==> src/rtl/conv_pkg.sv <==
// conv_pkg: pixel/window geometry and FSM state type shared by the 3x3 window generator
package conv_pkg;
    localparam int PIX_W     = 8;
    localparam int WIN_N     = 3;
    localparam int IMG_W_DEF = 320;
    localparam int IMG_H_DEF = 240;
    localparam int COL_W     = PIX_W * WIN_N;
    localparam int WIN_W     = COL_W * WIN_N;
    typedef enum logic [1:0] {IDLE, FILL, RUN} state_t;
endpackage

==> src/rtl/win_col_shift.sv <==
// win_col_shift: 3-stage enabled column shift register for both channels of one row source
// ports: clk, rstn (async active-low), en (shift), din_0/din_1 (new column pixel),
//        nxt_0/nxt_1 (register contents after this cycle; [7:0] oldest, [23:16] newest)
module win_col_shift import conv_pkg::*; (
    input  logic             clk,
    input  logic             rstn,
    input  logic             en,
    input  logic [PIX_W-1:0] din_0,
    input  logic [PIX_W-1:0] din_1,
    output logic [COL_W-1:0] nxt_0,
    output logic [COL_W-1:0] nxt_1
);
    logic [COL_W-1:0] q_0, q_1;
    // nxt is the D input, so the window register can capture the column set that includes this cycle's pixel
    assign nxt_0 = en ? {din_0, q_0[COL_W-1:PIX_W]} : q_0;
    assign nxt_1 = en ? {din_1, q_1[COL_W-1:PIX_W]} : q_1;
    always_ff @(posedge clk or negedge rstn) begin
        if (!rstn) begin
            q_0 <= '0;
            q_1 <= '0;
        end else begin
            q_0 <= nxt_0;
            q_1 <= nxt_1;
        end
    end
endmodule

==> src/rtl/window_gen_3x3_dual.sv <==
// window_gen_3x3_dual: dual-channel 3x3 sliding window generator fed by two external row-buffer taps
// ports: clk, rstn (async active-low), sof/pix_valid (stream control), din_*/row1_*/row2_* (pixel and taps),
//        win_0/win_1 (packed windows, row2 tap at low bits), win_valid, frame_done (pulse), err (sticky)
module window_gen_3x3_dual import conv_pkg::*; #(
    parameter int IMG_W = IMG_W_DEF,
    parameter int IMG_H = IMG_H_DEF
) (
    input  logic             clk,
    input  logic             rstn,
    input  logic             sof,
    input  logic             pix_valid,
    input  logic [PIX_W-1:0] din_0,
    input  logic [PIX_W-1:0] din_1,
    input  logic [PIX_W-1:0] row1_0,
    input  logic [PIX_W-1:0] row1_1,
    input  logic [PIX_W-1:0] row2_0,
    input  logic [PIX_W-1:0] row2_1,
    output logic [WIN_W-1:0] win_0,
    output logic [WIN_W-1:0] win_1,
    output logic             win_valid,
    output logic             frame_done,
    output logic             err
);
    localparam int CW = $clog2(IMG_W);
    localparam int RW = $clog2(IMG_H);
    localparam logic [CW-1:0] COL_LAST = CW'(IMG_W - 1);
    localparam logic [RW-1:0] ROW_LAST = RW'(IMG_H - 1);
    state_t state, state_n;
    logic [CW-1:0] col, col_n, cur_col;
    logic [RW-1:0] row, row_n, cur_row;
    logic start, accept, brk, last, wv_n, fd_n, err_n;
    logic [COL_W-1:0] n2_0, n2_1, n1_0, n1_1, nd_0, nd_1;
    assign start   = pix_valid & sof;
    assign accept  = pix_valid & (sof | state != IDLE);
    assign brk     = ~pix_valid & state != IDLE;
    // a sof pixel is position (0,0) regardless of where the counters were
    assign cur_col = start ? '0 : col;
    assign cur_row = start ? '0 : row;
    assign last    = cur_row == ROW_LAST && cur_col == COL_LAST;
    always_comb begin
        state_n = state;
        col_n   = col;
        row_n   = row;
        wv_n    = 1'b0;
        fd_n    = 1'b0;
        err_n   = err | brk;
        if (brk) begin
            state_n = IDLE;
            col_n   = '0;
            row_n   = '0;
        end else if (accept) begin
            col_n   = cur_col == COL_LAST ? '0 : cur_col + 1'b1;
            row_n   = cur_col != COL_LAST ? cur_row : cur_row == ROW_LAST ? '0 : cur_row + 1'b1;
            wv_n    = cur_row >= RW'(2) && cur_col >= CW'(2);
            fd_n    = state == RUN && !start && last;
            state_n = start ? FILL
                    : (state == FILL && cur_row == RW'(1) && cur_col == COL_LAST) ? RUN
                    : (state == RUN && last) ? IDLE : state;
        end
    end
    always_ff @(posedge clk or negedge rstn) begin
        if (!rstn) begin
            state      <= IDLE;
            col        <= '0;
            row        <= '0;
            win_valid  <= 1'b0;
            frame_done <= 1'b0;
            err        <= 1'b0;
        end else begin
            state      <= state_n;
            col        <= col_n;
            row        <= row_n;
            win_valid  <= wv_n;
            frame_done <= fd_n;
            err        <= err_n;
        end
    end
    win_col_shift u_row2 (.clk(clk), .rstn(rstn), .en(accept), .din_0(row2_0), .din_1(row2_1), .nxt_0(n2_0), .nxt_1(n2_1));
    win_col_shift u_row1 (.clk(clk), .rstn(rstn), .en(accept), .din_0(row1_0), .din_1(row1_1), .nxt_0(n1_0), .nxt_1(n1_1));
    win_col_shift u_cur  (.clk(clk), .rstn(rstn), .en(accept), .din_0(din_0),  .din_1(din_1),  .nxt_0(nd_0), .nxt_1(nd_1));
    always_ff @(posedge clk or negedge rstn) begin
        if (!rstn) begin
            win_0 <= '0;
            win_1 <= '0;
        end else if (wv_n) begin
            win_0 <= {nd_0, n1_0, n2_0};
            win_1 <= {nd_1, n1_1, n2_1};
        end
    end
endmodule

==> config.mk <==
export PLATFORM = sky130hd
export DESIGN_NAME = window_gen_3x3_dual
export DESIGN_NICKNAME = d
export VERILOG_FILES = /design/src/rtl/conv_pkg.sv /design/src/rtl/win_col_shift.sv /design/src/rtl/window_gen_3x3_dual.sv
export SDC_FILE = /design/constraint.sdc
export NUM_CORES = 1
export LEC_CHECK = 0
export CORE_MARGIN = 10
export CORE_UTILIZATION = 58
export CTS_CLUSTER_DIAMETER = 60
export DETAILED_ROUTE_END_ITERATION = 12
export HOLD_SLACK_MARGIN = 0.06
export PLACE_DENSITY_LB_ADDON = 0.2
export SYNTH_ARGS = -nofsm -noshare
export SYNTH_HDL_FRONTEND = slang
export SYNTH_HIERARCHICAL = 1
export SYNTH_SLANG_ARGS = --single-unit
==> constraint.sdc <==
create_clock -name clk -period 4.3 [get_ports clk]
set_input_delay 0.43 -clock clk [delete_from_list [all_inputs] [get_ports clk]]
set_output_delay 0.43 -clock clk [all_outputs]
set_load 0.05 [all_outputs]
* Word level (Yosys, flattened, before mapping)
Cells that the tools add are included.
Operators by class: muxes and demuxes 24, $lt $le $gt $ge 2, divide/modulo/power cells 0, reduce and logical (&&, ||, !) cells 12, shifts and indexed selects 0, $mul 0, add/subtract/negate cells 2, bitwise gates (word level) 6, equal/unequal tests 6
Operators by type and width (count):
- 24-bit 2-to-1 mux | 6
- 8-bit 2-to-1 mux | 5
- 9-bit 2-to-1 mux | 4
- 2-bit 2-to-1 mux | 5
- 9-bit by 1-bit adder with 9-bit output, second input constant | 1
- 9-bit equality test, second input constant | 1
- 9-bit by 2-bit greater-or-equal comparator with 1-bit output, second input constant | 1
- 9-bit != test, second input constant | 1
- 8-bit by 1-bit adder with 8-bit output, second input constant | 1
- 8-bit by 1-bit equality test with 1-bit output, second input constant | 1
- 8-bit equality test, second input constant | 1
- 8-bit by 2-bit greater-or-equal comparator with 1-bit output, second input constant | 1
- 1-bit logical AND | 7
- 1-bit 2-to-1 mux | 4
- 2-bit nonzero test | 2
- 4-bit nonzero test | 1
- 1-bit AND | 3
- 2-bit by 1-bit equality test with 1-bit output, second input constant | 1
- 2-bit equality test, second input constant | 1
- 1-bit bitwise OR | 2
- 2-bit AND reduction | 1
- 1-bit zero test | 1
- 1-bit inverter | 1
Word-level totals: input bits 52, bits in registers 310, memories kept 0, ROM bits 0, word-level logic and storage cells 66, RAM bits 0, bits in latches 0, output and inout port bits 147

* Logic depth before layout (Yosys ltp)
Gate-level depths: netlist of the first run.
word-level depth 10, depth in mapped cells 11

* Hierarchy
Netlist of the first run, hierarchy kept.
Modules (own cells, without submodules):
- window_gen_3x3_dual | cells an instance 468, area each 6895.4 µm², times used 1, sequential area each 4154.0 µm²
- win_col_shift | cells an instance 101, area each 1860.5 µm², times used 3, sequential area each 1201.2 µm²

* Worst setup path before layout of the first run
Ideal clock, no wire load.
kind input port to flip-flop, start point input sof, end point register state[0], arrival time 2.214 ns, stages 10, slack 1.944 ns, path through nand2_1 > clkbuf_1 > nand2_1 > inv_1 > ha_1 > nand3_1 > nor3_2 > nand2_1 > nor4_1 > o21ai_0
Between the ends: cells in the longest elaborated chain, start to end 9
Ends and longest elaborated chain:
- start: declaration | line window_gen_3x3_dual.sv:10 | input logic sof,
- 1-bit AND | line window_gen_3x3_dual.sv:33 | assign start = pix_valid & sof;
- 8-bit 2-to-1 mux | line window_gen_3x3_dual.sv:38 | assign cur_row = start ? '0 : row;
- 8-bit by 1-bit equality test with 1-bit output | line window_gen_3x3_dual.sv:57 | : (state == FILL && cur_row == RW'(1) && cur_col == COL_LAST) ? RUN
- 1-bit logical AND (2 in a row) | line window_gen_3x3_dual.sv:57
- 2-bit 2-to-1 mux | line window_gen_3x3_dual.sv:57
- 2-bit 2-to-1 mux | line window_gen_3x3_dual.sv:56 | state_n = start ? FILL
- 2-bit 2-to-1 mux | line window_gen_3x3_dual.sv:51 | end else if (accept) begin
- 2-bit 2-to-1 mux | line window_gen_3x3_dual.sv:47 | if (brk) begin
- end signal: assignment | line window_gen_3x3_dual.sv:70 | state <= state_n;
- end: declaration | line window_gen_3x3_dual.sv:28 | state_t state, state_n;
Several ways; a longest one is shown, not always the timed one. The select of a mux whose other input is x is not followed. A chain may end at the register's enable or synchronous reset.

* Final worst setup path of the first run
start point input pix_valid, end point register state[0]
Between the ends: cells in the longest elaborated chain, start to end 9
Ends and longest elaborated chain:
- start: declaration | line window_gen_3x3_dual.sv:11 | input logic pix_valid,
- 1-bit AND | line window_gen_3x3_dual.sv:33
- 8-bit 2-to-1 mux | line window_gen_3x3_dual.sv:38
- 8-bit by 1-bit equality test with 1-bit output | line window_gen_3x3_dual.sv:57
- 1-bit logical AND (2 in a row) | line window_gen_3x3_dual.sv:57
- 2-bit 2-to-1 mux | line window_gen_3x3_dual.sv:57
- 2-bit 2-to-1 mux | line window_gen_3x3_dual.sv:56
- 2-bit 2-to-1 mux | line window_gen_3x3_dual.sv:51
- 2-bit 2-to-1 mux | line window_gen_3x3_dual.sv:47
Several ways; a longest one is shown, not always the timed one. The select of a mux whose other input is x is not followed.

==> impl_results.md, run 1 <==
* Placed insts at 1216
* Critical Path RT at 4650 ps
* Yosys top cell by area: dfrtp_1
* Final ANT Viol Nets at 0
* Max incr delay on CP at 460 ps
* Max Slew Vio Count at 0
* Crit path cell chain: clkdlybuf4s50_1 -> buf_4 -> nand2_1 -> nand2_1 -> inv_1 -> ha_1 -> nand3_1 -> nor3_2 -> nand2_1 -> nor4_1 -> o21ai_0
* Outcome: finished, final reports clean
* R2R Path End: win_1[47]
* Crit share post-route at 0.665
* CP bufs+invs at 3
* Initial antenna violation count at 0
* Routed len/inst at 20.5 µm
* Final non-filler cell total at 1273
* Final hold vios at 0
* Worst slew pin tran at 780 ps
* Post-route DRC at 0
* Gr ovfl total at 0
* Hold_sp: err
* Routability cong. at 0.850
* Die H at 167 µm
* Largest buffer count on any clock path at 3
* Clk_lat worst skew at 490 ps
* Worst setup EP type: flip-flop
* Critical path arrival at 3210 ps
* Power density cells at 447 nW/µm²
* Row count at 53
* CTS Sinks at 310
* Synth Register Bits at 310
* Die ar. at 27800 µm²
* Peak supply drop at 0.361 mV
* PortBufs at 198
* Startpoint types: input pin
* Initial DRT Pass Iterations at 4
* Mapped cell area at 12500 µm²
* Leak at 7.22 nW
* RR Startpoint: state[0]
* Most frequent cells in the layout: 310 x dfrtp_1, 197 x clkdlybuf4s50_1, 179 x mux2_2
* Hpwl dp at 17000 µm
* Yosys cell types at 48
* Fin Setup TNS at 0 ps
* Pin count of the biggest net entering global routing at 119
* EDFF count, synth at 0
* GRT Resource Usage Total at 0.186
* Area Growth Syn to Fin at 26.8%
* Avg Inst Size Synth at 16.2 µm²
* Max_cap viols at 0
* Kind of critical path: in -> reg
* Mapped Cells at 771
* Internal reg-to-reg setup slack at 1680 ps
* CTS buffer count at 34
* CP max FO at 21
* Clock slew at reported path FFs at 60 ps
* Layout cell share with drive strength beyond 1 at 0.354
* Yosys top cell area share at 0.622
* Post-CTS Resized at 0
* Yosys warns at 6
* FFs w/ async S/R, synth at 1.00
* Number of DRC markers in iteration 0 at 377
* Top FF cell, synth: dfrtp_1
* Antenna Cells at 0
* First-pass GRT wire length at 42800 µm
* Part of the Yosys area used for sequential elements at 0.622
* Kind of cell adding the most delay to the critical path: simple AND/OR/NAND/NOR gates
* Worst min path class: reg -> reg
* Rel. slew slack at 0.478
* Chip Width at 167 µm
* RSZ-0062 raised after global routing: false
* I/O pins at 199
* Sink of the worst hold path: err
* WHS Path Cells at 1
* Final nets at 1034
* # setup viols final at 0
* Synth top area cells: dfrtp_1 62%, mux2_2 16%, mux2_4 13%
* H-Tree Depth at 2
* Fmax at 350 MHz
* Most used cell, CP: nand2_1
* Vias in the first global route at 7620
* Commonest non-fill, non-tap cell in the layout: dfrtp_1
* Root buffer cell: clkbuf_16
* Cells on worst reg2reg path at 6
* Routed vias/inst at 5.47
* Starting Density at 0.592
* DR vias at 6966
* Placeable core region at 21100 µm²
* CTS tree: built
* Worst Skew at 13.5 ps
* WL final at 26100 µm
* Hold WS at 488 ps
* Mapped Nets at 827
* CP max stage cell: nor3_2
* Fin crit period at 2860 ps
cell usage after synthesis (2+ instances only):
master and count:
a21oi_1 9, a31oi_1 4, a41oi_1 2, and2_1 3
and4_1 2, buf_2 18, buf_6 15, clkbuf_1 5
dfrtp_1 310, ha_1 4, inv_1 5, mux2_2 179
mux2_4 109, nand2_1 28, nand2b_1 2, nand3_1 10
nand4_1 3, nor2_1 11, nor3_1 4, nor4_1 3
o21ai_0 15, o21bai_1 4
per-stage QoR:
stage	cell area [µm²]	setup WS (ps)	total power, mW	util
2_1_floorplan	12500	1940	3.98	-
4_1_cts	15800	1540	7.15	0.750
5_1_grt	15800	1150	7.38	0.750
6_report	15800	1440	7.07	0.750
3_5_place_dp	14700	1030	4.24	0.697
3_3_place_gp	14700	1150	4.20	0.697
cell families after synthesis:
logic type / share of synthesized area
buffers and inverters: 0.0244
multiplexers: 0.293
XOR/XNOR: 0.000702
flip-flops: 0.622
AO/OA/AOI/OAI: 0.0255
AND/OR/NAND/NOR: 0.0310
adder cells (fa/ha/maj): 0.00401
worst max path at each step:
| stage | startpoint | endpoint | depth (start not counted) |
|---|---|---|---|
| finish | pix_valid | state[0] | 11 |
| global route | pix_valid | state[0] | 11 |
| CTS | pix_valid | state[0] | 11 |
| detailed placement | pix_valid | state[0] | 11 |
| global placement | pix_valid | win_1[2] | 10 |
| floorplan | sof | state[0] | 10 |
per-layer routing:
| metal | vias to the layer above | track usage | part of all wire |
|---|---|---|---|
| met4 | 0 | 0.0443 | 0.015 |
| met3 | 30 | 0.0565 | 0.069 |
| li1 | 3153 | - | - |
| met2 | 203 | 0.291 | 0.47 |
| met1 | 3580 | 0.250 | 0.44 |
| met5 | - | 0 | 0 |
sequential cells by signal (all words and copies together) (netlist names):
name        cells
frame_done      1
err             1
u_row1/q_0     24
col             9
win_valid       1
u_row2/q_0     24
u_cur/q_0      24
win_1          72
u_row2/q_1     24
win_0          72
state           2
row             8
u_row1/q_1     24
u_cur/q_1      24
area by class of cell:
class                   count  area [µm²]
inverters                   5        23.8
fillers                  1327        5270
multi-input cells         417        4430
flip-flops and latches    310        7760
clock inverters             6         113
repair buffers            210        2150
well taps                 275         344
clock buffers              50        1000
worst register-to-register path, stage by stage, from the launching register on:
cell     delay [ps]
dfrtp_1         410
or2_1           380
o21ai_2         210
inv_6           460
buf_4           390
mux2_2          390
mux2_4          260
what timing repair did:
item                       CTS  global route
hold endpoints to repair    78             0
setup endpoints to repair    0             0
hold buffers                 1             0
buffers inserted             0             0
power breakdown:
group	total [mW]	internal (mW)	switching (mW)
registers	3.41	3.26	0.151
clock network	2.87	1.79	1.08
logic	0.786	0.448	0.338
total	7.07	5.50	1.57
(Power assumes the default switching activity.)
==> run 2, diff against run 1 <==
--- a/config.mk
+++ b/config.mk
@@ -6,7 +6,7 @@
 export NUM_CORES = 1
 export LEC_CHECK = 0
 export CORE_MARGIN = 10
-export CORE_UTILIZATION = 58
+export CORE_UTILIZATION = 48
 export CTS_CLUSTER_DIAMETER = 60
 export DETAILED_ROUTE_END_ITERATION = 12
 export HOLD_SLACK_MARGIN = 0.06
==> constraint.sdc (replaced) <==
create_clock -name clk -period 2.4 [get_ports clk]
set_input_delay 0.24 -clock clk [delete_from_list [all_inputs] [get_ports clk]]
set_output_delay 0.24 -clock clk [all_outputs]
set_load 0.05 [all_outputs]
==> impl_results.md, run 2 (same netlist as run 1, synthesis figures left out) <==
* Critical Path RT at 2780 ps (-1870 ps)
* Die ar. at 32800 µm² (+18%)
* CTS Sinks at 310 (unchanged)
* Vias in the first global route at 7666 (+0.60%)
* WL final at 26200 µm (+0.21%)
* GRT Resource Usage Total at 0.159 (-0.0269)
* Int Pwr at 10.0 mW (+82%)
* Initial antenna violation count at 0 (unchanged)
* # setup viols final at 0 (unchanged)
* Routed len/inst at 19.0 µm (-7.2%)
* NetSw at 2.83 mW (+80%)
* Worst Skew at 13.5 ps (+0.0625 ps)
* Worst min path class: in -> async
* Antenna Cells at 0 (unchanged)
* Clock slew at reported path FFs at 60 ps (about the same)
* Place WS at -204 ps (-1230 ps)
* Post-CTS setup buffer count at 0 (unchanged)
* Fin crit period at 2100 ps
* Leak at 7.49 nW (+3.8%)
* Peak supply drop at 0.528 mV (+46%)
* Final hold vios at 0 (unchanged)
* Outcome: finished, final reports clean
* Final worst setup slack at 295 ps (-1140 ps)
* Most frequent cells in the layout: 310 x dfrtp_1, 197 x clkdlybuf4s50_1, 179 x mux2_2
* Sw frac at 0.220 (-0.00187)
* Routability cong. at 0.894 (+5.2%)
* H-Tree Depth at 2 (unchanged)
* Post-cts hold buffer count at 1 (unchanged)
* Commonest non-fill, non-tap cell in the layout: dfrtp_1
* Final nets at 1079 (+4.4%)
* Clk_lat worst skew at 500 ps (about the same)
* Row count at 58 (+9.4%)
* CTS tree: built
* Clock share of power at 0.411 (+0.005)
* Routed vias/inst at 5.17 (-5.6%)
* Max Slew Vio Count at 0 (unchanged)
* Die H at 181 µm (+8.7%)
* CTS buffer count at 34 (unchanged)
* Hpwl dp at 18100 µm (+6.4%)
* RSZ-0062 raised after global routing: false
* Area of the multi-input gates at 4430 µm² (unchanged)
* Area Growth Syn to Fin at 31.1%
* Root buffer cell: clkbuf_16
* Power density cells at 786 nW/µm² (+76%)
* Fillers at 1913 (+44%)
* DR vias at 7106 (+2.0%)
* Reg power frac at 0.474 (-0.009)
* Crit share post-route at 0.877
* Pin count of the biggest net entering global routing at 64 (-46%)
* Worst setup EP type: flip-flop
* Initial DRT Pass Iterations at 4 (unchanged)
* Rel. slew slack at 0.614 (+0.136)
* PortBufs at 198 (unchanged)
* Startpoint types: input pin
* Worst slew pin tran at 577 ps (-203 ps)
* Fmax at 475 MHz
* Max_cap viols at 0 (unchanged)
* Kind of critical path: in -> reg
* Number of DRC markers in iteration 0 at 386 (+2.4%)
* CP max FO at 26 (+24%)
* Layout cell share with drive strength beyond 1 at 0.385 (+0.0310)
* Final ANT Viol Nets at 0 (unchanged)
* Starting Density at 0.491 (-0.100)
* First-pass GRT wire length at 43300 µm (+1.3%)
* Placeable core region at 25400 µm² (+20%)
* Comb power frac at 0.115 (+0.004)
* Post-CTS Resized at 0 (unchanged)
* Final Util at 0.644 (-0.106)
* Chip Width at 181 µm (+8.7%)
* Critical path arrival at 2480 ps (-730 ps)
* Reg area at 7760 µm² (unchanged)
* I/O pins at 199 (unchanged)
* Largest buffer count on any clock path at 3 (unchanged)
* Top flop regs: win_0 (72), win_1 (72)
* Post-route DRC at 0 (unchanged)
* Gr ovfl total at 0 (unchanged)
-- run 2: cell types whose count changed in the layout (fill, tap and decap cells not counted), sizes merged --
cell      before  now
clkbuf        50   53
inv            7    5
clkinvlp       0    1
bufinv         3    2
buf           12   57
clkinv         1    2
-- run 2: final timing paths --
kind / from / end / slack (ps) / depth (start not counted)
max: sof / win_0[50] / 300 / 9
min: rstn / u_cur/q_0[10] / 270 / 2
max reg2reg: row[0] / win_1[38] / 320 / 6
min reg2reg: err / err / 470 / 1
max in group asynchronous: rstn / u_row2/q_0[6] / 1460 / 3
min in group clk: row1_0[7] / u_row1/q_0[23] / 370 / 2
-- run 2: per-layer routing --
layer	global-route usage	wire length, µm	up-vias
met5	0	0	-
met2	0.245	12100	181
met3	0.0505	1870	31
met4	0.0430	420	0
li1	-	-	3257
met1	0.212	11800	3637
-- run 2: critical path: stages --
cell and delay (ps):
clkdlybuf4s50_1 530, nand2_1 150, nand2_1 150, ha_1 180
inv_1 40, a21oi_1 150, o311a_4 400, buf_12 260
mux2_2 360
-- run 2: area by class of cell --
type | instances | area share
Clock buffer | 53 | 0.0664
Inverter | 5 | 0.00145
Timing Repair Buffer | 255 | 0.157
Multi-Input combinational cell | 417 | 0.271
Tap cell | 330 | 0.0253
Sequential cell | 310 | 0.474
Clock inverter | 5 | 0.00474
-- run 2: through the flow --
step	std cells	setup TNS, ps	cell area, µm²	hold WS (ps)	total power, mW
5_1_grt	1375	0	16400	286	13.4
2_1_floorplan	771	0	12500	-55.6	7.14
6_report	1375	0	16400	271	12.9
3_3_place_gp	1316	-13560	15200	204	7.63
3_5_place_dp	1316	-23970	15200	201	7.68
4_1_cts	1375	0	16400	265	13.0
-- run 2: power groups by stage --
stage | Sequential, mW | Clock (mW) | Combinational, mW
2_1_floorplan | 6.12 | 0 | 1.01
3_3_place_gp | 6.17 | 0 | 1.47
3_5_place_dp | 6.19 | 0 | 1.49
4_1_cts | 6.10 | 5.44 | 1.50
5_1_grt | 6.17 | 5.65 | 1.62
6_report | 6.09 | 5.28 | 1.48
==> run 3, diff against run 2 <==
--- a/config.mk
+++ b/config.mk
@@ -5,6 +5,8 @@
 export SDC_FILE = /design/constraint.sdc
 export NUM_CORES = 1
 export LEC_CHECK = 0
+export ABC_AREA = 1
+export CAP_MARGIN = 20
 export CORE_MARGIN = 10
 export CORE_UTILIZATION = 48
 export CTS_CLUSTER_DIAMETER = 60
==> impl_results.md, run 3 <==
* Outcome: finished, final reports clean
* Routed vias/inst at 4.84 (-6.3%)
* Yosys cell types at 23 (-52%)
* Final non-filler cell total at 1972 (+43%)
* Mux share of post-synthesis cell area at 0 (-0.293)
* Crit share post-route at 0.830 (-0.0469)
* Commonest non-fill, non-tap cell in the layout: nand2_1
* Max incr delay on CP at 900 ps (+370 ps)
* Critical path arrival at 1750 ps (-730 ps)
* Cells on worst reg2reg path at 10 (+4)
* Peak supply drop at 0.511 mV (-3.3%)
* Kind of cell adding the most delay to the critical path: buffers and inverters
* R2R Path End: win_1[9]
* Critical Path RT at 2160 ps (-620 ps)
* Final nets at 1675 (+55%)
* Fmax at 502 MHz (+5.6%)
* Row count at 58 (unchanged)
* Max Slew Vio Count at 0 (unchanged)
* Largest family of logic cells by synthesized area: simple AND/OR/NAND/NOR gates
* Internal reg-to-reg setup slack at 450 ps (+130 ps)
* Post-Synth Adder-Cell Area at 0.00410 (+0.0000884)
* Avg Inst Size Synth at 8.66 µm² (-46%)
* NetSw at 3.23 mW (+14%)
* Routability cong. at 0.884 (-1.1%)
* DR vias at 9552 (+34%)
* Commonest cells in the netlist: 921 x nand2_1, 310 x dfrtp_1, 39 x buf_2
* Synth top area cells: dfrtp_1 64%, nand2_1 28%, buf_2 1.6%
* Most frequent cells in the layout: 921 x nand2_1, 310 x dfrtp_1, 197 x clkdlybuf4s50_1
* Kind of critical path: reg -> out
* I/O pins at 199 (unchanged)
* Clock share of power at 0.403 (-0.008)
* Most instantiated library cell after synthesis: nand2_1
* Part of the Yosys area used for sequential elements at 0.635 (+0.0137)
* Area of the multi-input gates at 3940 µm² (-11%)
* Startpoint types: flip-flop
* Placed insts at 1912 (+45%)
* Hpwl dp at 20100 µm (+11%)
* First-pass GRT wire length at 50600 µm (+17%)
* EDFF count, synth at 0 (unchanged)
* Post-route DRC at 0 (unchanged)
* WL final at 30500 µm (+16%)
* Layout cell share with drive strength beyond 1 at 0.0634 (-0.321)
* Reg area at 7760 µm² (unchanged)
* Power density cells at 788 nW/µm² (+0.27%)
* Gr ovfl total at 0 (unchanged)
* Final hold vios at 0 (unchanged)
* H-Tree Depth at 2 (unchanged)
* Top flop regs: win_0 (72), win_1 (72)
* RR Startpoint: row[0]
* Final worst setup slack at 408 ps (+113 ps)
* Area Growth Syn to Fin at 29.1%
* Compound-gate portion of the synthesized area at 0.00994 (-0.0155)
* FFs w/ async S/R, synth at 1.00 (unchanged)
* Post-CTS setup buffer count at 0 (unchanged)
* Vias in the first global route at 9635 (+26%)
* Pin count of the biggest net entering global routing at 94 (+47%)
* Synth Register Bits at 310 (unchanged)
* Leak at 8.42 nW (+12%)
* Crit path cell chain: clkdlybuf4s50_1
* CTS tree: built
* Post-Synth XOR/XNOR Area at 0.00359 (+0.00289)
* Starting Density at 0.486 (-0.00503)
* Int Pwr at 9.19 mW (-8.3%)
* Yosys top cell area share at 0.635 (+0.0137)
* Placeable core region at 25100 µm² (-1.1%)
* Routed len/inst at 15.4 µm (-19%)
* Yosys top cell by area: dfrtp_1
* Rel. slew slack at 0.575 (-0.0393)
* # setup viols final at 0 (unchanged)
* CP max FO at 2 (-92%)
* Mapped Cells at 1410 (+83%)
* Final ANT Viol Nets at 0 (unchanged)
* Worst setup EP type: output port
* Yosys warns at 6 (unchanged)
* RSZ-0062 raised after global routing: false
* Max_cap viols at 0 (unchanged)
* Largest buffer count on any clock path at 3 (unchanged)
* Fin crit period at 1990 ps (-113 ps)
* Fillers at 2210 (+16%)
* Clk_lat worst skew at 500 ps (about the same)
* CP max stage cell: clkdlybuf4s50_1
* Worst Skew at 11.3 ps (-2.26 ps)
* Root buffer cell: clkbuf_16
* Sw frac at 0.260 (+0.0393)
* Tot Pwr at 12.4 mW (-3.4%)
* Initial DRT Pass Iterations at 5 (+1)
* CP bufs+invs at 1 (-2)
* Chip Width at 179 µm (-0.96%)
* Die ar. at 32200 µm² (-1.9%)
* CTS Sinks at 310 (unchanged)
* Die H at 179 µm (-0.96%)
* Comb power frac at 0.115 (about the same)
* Reg power frac at 0.482 (+0.008)
* CTS buffer count at 34 (unchanged)
* Mapped Nets at 1466 (+77%)
* PortBufs at 198 (unchanged)
* Top FF cell, synth: dfrtp_1
* Initial antenna violation count at 1 (+1)
* Clock slew at reported path FFs at 60 ps (about the same)
* GRT Resource Usage Total at 0.186 (+0.0272)
* Worst min path class: in -> async
* Mapped cell area at 12200 µm² (-2.2%)
* Worst slew pin tran at 636 ps (+58.8 ps)
* Number of DRC markers in iteration 0 at 850 (+120%)
* Synth Area in Simple Gates at 0.304 (+0.273)
* Place WS at -36.3 ps (+168 ps)
[run 3: cell count changes after synthesis, moves of 8 or more]
cell,previous run,this run
buf_4,1,17
mux2_4,109,0
nand3_1,10,20
mux2_2,179,0
nand2_1,28,921
buf_6,15,7
a21oi_1,9,1
inv_1,5,24
buf_2,18,39
[run 3: worst max path at each step]
stage	slack (ps)	start	to	cells after the start
after floorplan	590	sof	win_1[10]	14
after global placement	70	sof	win_1[56]	12
after detailed placement	-40	sof	win_1[11]	12
after CTS	370	win_0[16]	win_0[16]	1
after global routing	220	row[0]	win_1[21]	10
final	410	win_0[15]	win_0[15]	1
[run 3: logic make-up (layout without fill, tap and decap cells)]
kind of cell,count (synthesis),count (layout)
AOI/OAI and AO/OA,23,23
other,0,1
adders and majority gates,4,4
xor gates and xnor gates,5,5
and+or+nand+nor,973,973
DFF,310,310
buffers and inverters,95,326
[run 3: what timing repair did]
action                                  4_1_cts  5_1_grt
endpoints found under the setup margin        0        0
hold buffers                                  1        0
hold endpoints to repair                     97        0
gates resized for setup                       0        0
[run 3: final cells by class]
type | instances | share of cell area
multi-input combinational | 1005 | 0.250
sequential | 310 | 0.492
inverter | 32 | 0.00794
antenna | 1 | 0.000159
tap | 330 | 0.0262
timing repair buffer | 236 | 0.155
clock inverter | 10 | 0.00540
clock buffer | 48 | 0.0625
[run 3: power groups by stage]
| stage | clock, mW | combinational [mW] | sequential [mW] |
|---|---|---|---|
| 5_1_grt | 5.35 | 1.61 | 6.04 |
| 4_1_cts | 5.12 | 1.45 | 5.99 |
| 3_5_place_dp | 0 | 1.43 | 6.07 |
| 2_1_floorplan | 0 | 0.690 | 6.22 |
| 6_report | 5.01 | 1.43 | 5.99 |
| 3_3_place_gp | 0 | 1.41 | 6.06 |
[run 3: per-layer routing]
metal / GRT usage / up-vias / part of all wire
li1: - / 4714 / -
met1: 0.239 / 4563 / 0.44
met2: 0.304 / 232 / 0.47
met3: 0.0534 / 43 / 0.069
met4: 0.0483 / 0 / 0.022
met5: 0 / - / 0
[run 3: per-stage QoR]
stage | utilization | TNS (ps) | hold WS (ps) | instance area (µm²)
finish | 0.628 | 0 | 223 | 15800
floorplan | - | 0 | -55.6 | 12200
global placement | 0.584 | 0 | 166 | 14700
CTS | 0.627 | 0 | 230 | 15800
global route | 0.627 | 0 | 248 | 15800
detailed placement | 0.584 | -368 | 163 | 14700
